--- config.mk ---
export PLATFORM = sky130hd
export DESIGN_NAME = bus_if
export DESIGN_NICKNAME = d
export VERILOG_FILES = /design/src/rtl/bus_pkg.sv /design/src/rtl/bus_if_timer.sv /design/src/rtl/bus_if.sv
export SDC_FILE = /design/constraint.sdc
export NUM_CORES = 1
export LEC_CHECK = 0
export CAP_MARGIN = 5
export CORE_MARGIN = 2
export CORE_UTILIZATION = 52
export CTS_BUF_LIST = sky130_fd_sc_hd__clkbuf_8
export DETAILED_ROUTE_END_ITERATION = 16
export GPL_TIMING_DRIVEN = 0
export PLACE_DENSITY = 0.95
export SYNTH_ARGS = -nofsm -noshare
export SYNTH_HDL_FRONTEND = slang
export SYNTH_SLANG_ARGS = --single-unit
--- constraint.sdc ---
create_clock -name clk -period 5.3 [get_ports clk]
set_clock_uncertainty 0.05 [all_clocks]
set_input_delay 1.06 -clock clk [delete_from_list [all_inputs] [get_ports clk]]
set_output_delay 1.06 -clock clk [all_outputs]
set_load 0.05 [all_outputs]
--- src/rtl/bus_pkg.sv ---
// Shared bus constants and bus_if state encoding.
package bus_pkg;

    localparam logic READ     = 1'b1;
    localparam logic WRITE    = 1'b0;
    localparam logic ENABLE_  = 1'b0;
    localparam logic DISABLE_ = 1'b1;

    localparam int WORD_ADDR_W = 30;
    localparam int WORD_DATA_W = 32;

    typedef enum logic [2:0] {
        IDLE   = 3'd0,
        REQ    = 3'd1,
        ACCESS = 3'd2,
        WAIT   = 3'd3,
        HOLD   = 3'd4
    } bus_if_state_e;

endpackage

--- src/rtl/bus_if_timer.sv ---
// Saturating ready-timeout counter for bus_if.
module bus_if_timer #(
    parameter int TIMEOUT = 256,
    parameter int CNT_W   = 8
) (
    input  logic clk,
    input  logic reset,
    input  logic i_clr,
    input  logic i_en,
    output logic o_timeout
);

    localparam logic [CNT_W-1:0] LAST = CNT_W'(TIMEOUT - 1);

    logic [CNT_W-1:0] r_cnt;

    always_ff @(posedge clk) begin
        if (reset) begin
            r_cnt <= '0;
        end else if (i_clr) begin
            r_cnt <= '0;
        end else if (i_en && (r_cnt != LAST)) begin
            r_cnt <= r_cnt + 1'b1;
        end
    end

    assign o_timeout = (r_cnt == LAST);

endmodule

--- src/rtl/bus_if.sv ---
// Bus master interface: sequences one pipeline access onto the shared bus,
// with ready-timeout abort and a hold state for stalled pipelines.
module bus_if
    import bus_pkg::*;
#(
    parameter int TIMEOUT = 256,
    parameter int CNT_W   = 8
) (
    input  logic                   clk,
    input  logic                   reset,
    input  logic                   stall,
    input  logic                   flush,
    input  logic [WORD_ADDR_W-1:0] addr,
    input  logic                   as_,
    input  logic                   rw,
    input  logic [WORD_DATA_W-1:0] wr_data,
    output logic [WORD_DATA_W-1:0] rd_data,
    output logic                   busy,
    output logic                   bus_err,
    output logic                   bus_req_,
    input  logic                   bus_grnt_,
    output logic [WORD_ADDR_W-1:0] bus_addr,
    output logic                   bus_as_,
    output logic                   bus_rw,
    output logic [WORD_DATA_W-1:0] bus_wr_data,
    input  logic [WORD_DATA_W-1:0] bus_rd_data,
    input  logic                   bus_rdy_
);

    bus_if_state_e r_state;
    bus_if_state_e w_next;

    logic [WORD_ADDR_W-1:0] r_addr;
    logic                   r_rw;
    logic [WORD_DATA_W-1:0] r_wdata;
    logic [WORD_DATA_W-1:0] r_rd_buf;
    logic                   r_err_buf;

    logic w_latch;
    logic w_grant;
    logic w_abort;
    logic w_done;
    logic w_tmo;
    logic w_cnt_en;
    logic w_timeout;

    bus_if_timer #(
        .TIMEOUT (TIMEOUT),
        .CNT_W   (CNT_W)
    ) u_timer (
        .clk       (clk),
        .reset     (reset),
        .i_clr     (w_grant),
        .i_en      (w_cnt_en),
        .o_timeout (w_timeout)
    );

    always_comb begin
        w_next   = r_state;
        w_latch  = 1'b0;
        w_grant  = 1'b0;
        w_abort  = 1'b0;
        w_done   = 1'b0;
        w_tmo    = 1'b0;
        w_cnt_en = 1'b0;
        busy     = 1'b0;
        rd_data  = r_rd_buf;
        bus_err  = 1'b0;
        unique case (r_state)
            IDLE: begin
                if (!as_ && !flush) begin
                    busy    = 1'b1;
                    w_latch = 1'b1;
                    w_next  = REQ;
                end
            end
            REQ: begin
                busy = 1'b1;
                if (flush) begin
                    w_abort = 1'b1;
                    w_next  = IDLE;
                end else if (!bus_grnt_) begin
                    w_grant = 1'b1;
                    w_next  = ACCESS;
                end
            end
            ACCESS, WAIT: begin
                // Flush is deliberately ignored: the slave already saw the strobe.
                w_cnt_en = 1'b1;
                w_tmo    = (r_state == WAIT) && bus_rdy_ && w_timeout;
                w_done   = !bus_rdy_ || w_tmo;
                rd_data  = bus_rdy_ ? '0 : bus_rd_data;
                bus_err  = w_tmo;
                busy     = !w_done;
                if (w_done) begin
                    w_next = stall ? HOLD : IDLE;
                end else begin
                    w_next = WAIT;
                end
            end
            HOLD: begin
                bus_err = r_err_buf;
                if (!stall) begin
                    w_next = IDLE;
                end
            end
            default: begin
                w_next = IDLE;
            end
        endcase
        if (reset) begin
            busy = 1'b0;
        end
    end

    always_ff @(posedge clk) begin
        if (reset) begin
            r_state <= IDLE;
        end else begin
            r_state <= w_next;
        end
    end

    always_ff @(posedge clk) begin
        if (reset) begin
            bus_req_    <= DISABLE_;
            bus_as_     <= DISABLE_;
            bus_addr    <= '0;
            bus_rw      <= READ;
            bus_wr_data <= '0;
            r_addr      <= '0;
            r_rw        <= READ;
            r_wdata     <= '0;
            r_rd_buf    <= '0;
            r_err_buf   <= 1'b0;
        end else begin
            bus_as_ <= DISABLE_;
            if (w_latch) begin
                r_addr   <= addr;
                r_rw     <= rw;
                r_wdata  <= wr_data;
                bus_req_ <= ENABLE_;
            end
            if (w_abort) begin
                bus_req_ <= DISABLE_;
            end
            if (w_grant) begin
                bus_as_     <= ENABLE_;
                bus_addr    <= r_addr;
                bus_rw      <= r_rw;
                bus_wr_data <= r_wdata;
            end
            if (w_done) begin
                bus_req_  <= DISABLE_;
                r_err_buf <= bus_err;
                if (r_rw == READ) begin
                    r_rd_buf <= rd_data;
                end
            end
        end
    end

endmodule

==> results.py <==
metrics = {
    "die": {
        "core_area_um2": 12000,
        "num_rows": 40,
        "die_y_um": 115,
        "die-area_um2": 13200,
        "ios": 201,
        "start_util_pct": 53.3,
        "die_w_um": 115,
    },
    "cts": {
        "cts_buffers": 17,
        "post-cts-setup-buffers": 0,
        "clk_path_buf_depth": 2,
        "clkSlewWorstSetupHoldPaths_ns": 0.10,
        "clock_sinks": 172,
        "h-tree-depth": 4,
        "cts_tree": "done",
        "ctsHoldBuffers": 0,
        "clk_latency_ns": 0.45,
        "cts_resized": 0,
        "root_buffer": "clkbuf_8",
    },
    "sta": {
        "setup_viol": 0,
        "slew_headroom_pct": 44.0,
        "final_max_slew_viol_count": 0,
        "setup_slack_ns": 0.881,
        "fmax_ghz": 0.226,
        "tns_ns": 0,
        "rsz0062_at_grt": "no",
        "layout_min_cycle_time_ns": 4.42,
        "finalCritPeriodShare_pct": 83.4,
        "hold_viol_final": 0,
        "tightest_slew_ns": 0.834,
    },
    "critical_path": {
        "rr_worst_depth": 6,
        "r2r_slack_ns": 3.05,
        "crit_path_end": "rd_data[27]",
        "cp-startpoint": "bus_rdy_",
        "endpoint_kind": "output pin",
        "timing.rr.start": "u_timer.r_cnt[0]$_SDFFE_PP0P_",
        "critPathKind": "in2out",
        "start_kind": "input pin",
        "cp_data_required_time_ns": 4.19,
        "reg2reg_to": "r_rd_buf[8]$_SDFFE_PP0P_",
        "crit_path_max_fanout": 10,
        "crit_arrival_ns": 3.31,
    },
    "finish": {
        "fin_area_um2": 8980,
        "final_layout_size_suffix_gt1_share_pct": 5.90,
        "nFillCells": 837,
        "areaGrowthSynthToFinish_pct": 40.3,
        "multiInputGateArea_um2": 2650,
        "nets": 1073,
        "final_cells": 1130,
        "antenna_cells": 0,
        "seqCellArea_um2": 3440,
        "fin_util_pct": 74.8,
    },
    "synthesis": {
        "yosysWarningCount": 0,
        "ys_seq_elements": 172,
        "synth_nets": 855,
        "synth_most_common_cell": "nand2_1",
        "syn_area_um2": 6400,
        "async_flop_share_pct": 0,
        "synth_top_cells_by_area": "dfxtp_1 54%, nand2_1 13%, a22o_1 8.6%",
        "avgSynthCellArea_um2": 8.51,
        "yosys.area.top_type_share_pct": 53.8,
        "synth.cells.most_frequent": "227 x nand2_1, 172 x dfxtp_1, 101 x a21oi_1",
        "yosysSeqAreaShare_pct": 53.8,
        "synth_edf_count": 0,
        "ys_types": 42,
        "synth_top_area_cell": "dfxtp_1",
        "synth_ff_type": "dfxtp_1",
        "synthCells": 752,
    },
    "routing": {
        "firstDrtPassIters": 5,
        "first_iter_violations": 514,
        "drtAntennaViolNets": 0,
        "routed_via_density": 5.55,
        "vias": 6266,
        "drt_wl_total_um": 18600,
        "drc": 0,
        "routedWlPerCell_um": 16.5,
    },
    "placement": {
        "place_inst": 1098,
        "place_congestion": 0.826,
        "place_ws_ns": 0.921,
        "postPlaceCellArea_um2": 8580,
        "port_buffers": 199,
        "dp_hpwl_um": 13100,
    },
    "pwr": {
        "power_switching_share_pct": 27.6,
        "seq_power_share_pct": 52.7,
        "pwr-share-clk_pct": 36.4,
        "p_sw_w": 0.000705,
        "p_leak_nw": 3.24,
        "p_int_w": 0.00185,
        "power_per_cell_area_nw_per_um2": 284,
        "p_comb_share_pct": 10.9,
        "vdd_ir_drop_max_v": 0.000288,
    },
    "global_route": {
        "grt_max_degree": 19,
        "grt_pass1_wl_um": 29200,
        "antenna_found_initial": 0,
        "overflow": 0,
        "grt_pass1_vias": 6048,
        "grt_usage_pct": 27.8,
    },
    "job": {
        "drv_cap": 0,
    },
    "run_status": {
        "status": "completed",
    },
    "min_path": {
        "hold_class": "reg2reg",
    },
}
==> cell families (layout without fill, tap and decap cells) <==
| family | Yosys count | in the layout | synth area share [%] |
|---|---|---|---|
| XOR/XNOR | 5 | 5 | 0.684 |
| AO/OA/AOI/OAI | 243 | 243 | 23.5 |
| flip-flops | 172 | 172 | 53.8 |
| AND/OR/NAND/NOR | 265 | 265 | 16.9 |
| buffers and inverters | 65 | 296 | 4.81 |
| adder cells (fa/ha/maj) | 1 | 1 | 0.195 |
| multiplexers | 1 | 1 | 0.156 |
==> worst min path at each step <==
stage / slack, ns / cells past startpoint / from / end
6_report: 0.41 / 2 / r_addr[17]$_SDFFE_PP0N_ / r_addr[17]$_SDFFE_PP0N_
5_1_grt: 0.43 / 2 / r_addr[13]$_SDFFE_PP0N_ / r_addr[13]$_SDFFE_PP0N_
4_1_cts: 0.41 / 2 / r_addr[24]$_SDFFE_PP0N_ / r_addr[24]$_SDFFE_PP0N_
3_5_place_dp: 0.40 / 2 / r_addr[24]$_SDFFE_PP0N_ / r_addr[24]$_SDFFE_PP0N_
3_3_place_gp: 0.39 / 2 / r_wdata[17]$_SDFFE_PP0N_ / r_wdata[17]$_SDFFE_PP0N_
2_1_floorplan: 0.39 / 2 / r_addr[0]$_SDFFE_PP0N_ / r_addr[0]$_SDFFE_PP0N_
==> state kept, by name (all words and copies together) (netlist names) <==
signal,flops
bus_wr_data,32
r_rd_buf,32
r_wdata,32
bus_addr,30
r_addr,30
u_timer.r_cnt,8
r_state,3
bus_as_,1
bus_req_,1
bus_rw,1
r_err_buf,1
r_rw,1
==> layout make-up <==
class                   count  area share (%)
repair buffers            199            22.2
clock inverters            15            1.89
flip-flops and latches    172            38.3
plain buffers              61            3.26
well taps                 147            2.05
clock buffers              17            2.61
multi-input cells         515            29.5
inverters                   4           0.167
==> power by group through the flow <==
stage | clock network (W) | logic, W | registers, W
finish | 0.000931 | 0.000279 | 0.00134
global route | 0.000984 | 0.000301 | 0.00135
CTS | 0.000932 | 0.000277 | 0.00134
detailed placement | 0 | 0.000273 | 0.00137
global placement | 0 | 0.000268 | 0.00137
floorplan | 0 | 0.000127 | 0.00138
==> worst max-delay path, stage by stage <==
cell and delay, ns:
clkdlybuf4s50_1 0.51, inv_2 0.18, clkbuf_1 0.37, nand2_1 0.08, o21ai_0 0.24, clkdlybuf4s50_1 0.86
==> cells in the final DEF (no fill, tap or decap), types with 2 or more instances in the layout <==
| cell type | count |
|---|---|
| a21oi_1 | 101 |
| o211ai_1 | 3 |
| nand3_1 | 5 |
| inv_1 | 3 |
| a22o_1 | 63 |
| nor2_1 | 12 |
| inv_6 | 6 |
| clkbuf_8 | 17 |
| nor4_1 | 3 |
| or4_1 | 2 |
| buf_2 | 15 |
| xor2_1 | 4 |
| nand3b_1 | 3 |
| clkinv_4 | 3 |
| o21ai_0 | 63 |
| o31ai_1 | 2 |
| inv_8 | 4 |
| clkbuf_1 | 39 |
| nand2_1 | 227 |
| dfxtp_1 | 172 |
| and3_1 | 2 |
| nand2b_1 | 2 |
| nor2b_1 | 2 |
| clkdlybuf4s50_1 | 199 |
| nand4_1 | 2 |
| buf_6 | 6 |
==> through the flow <==
step	power [W]	hold WS, ns
2_1_floorplan	0.00151	0.386
3_3_place_gp	0.00164	0.391
3_5_place_dp	0.00165	0.397
4_1_cts	0.00255	0.410
5_1_grt	0.00263	0.430
6_report	0.00255	0.409
==> per-layer routing <==
metal / vias up / GRT usage (%) / share of wire [%]
li1: 3019 / - / -
met2: 265 / 46.7 / 49
met1: 2933 / 32.7 / 40
met5: - / 0 / 0
met3: 49 / 8.49 / 7.3
met4: 0 / 12.4 / 3.6
Note: power is estimated with default switching activity, not from simulation.
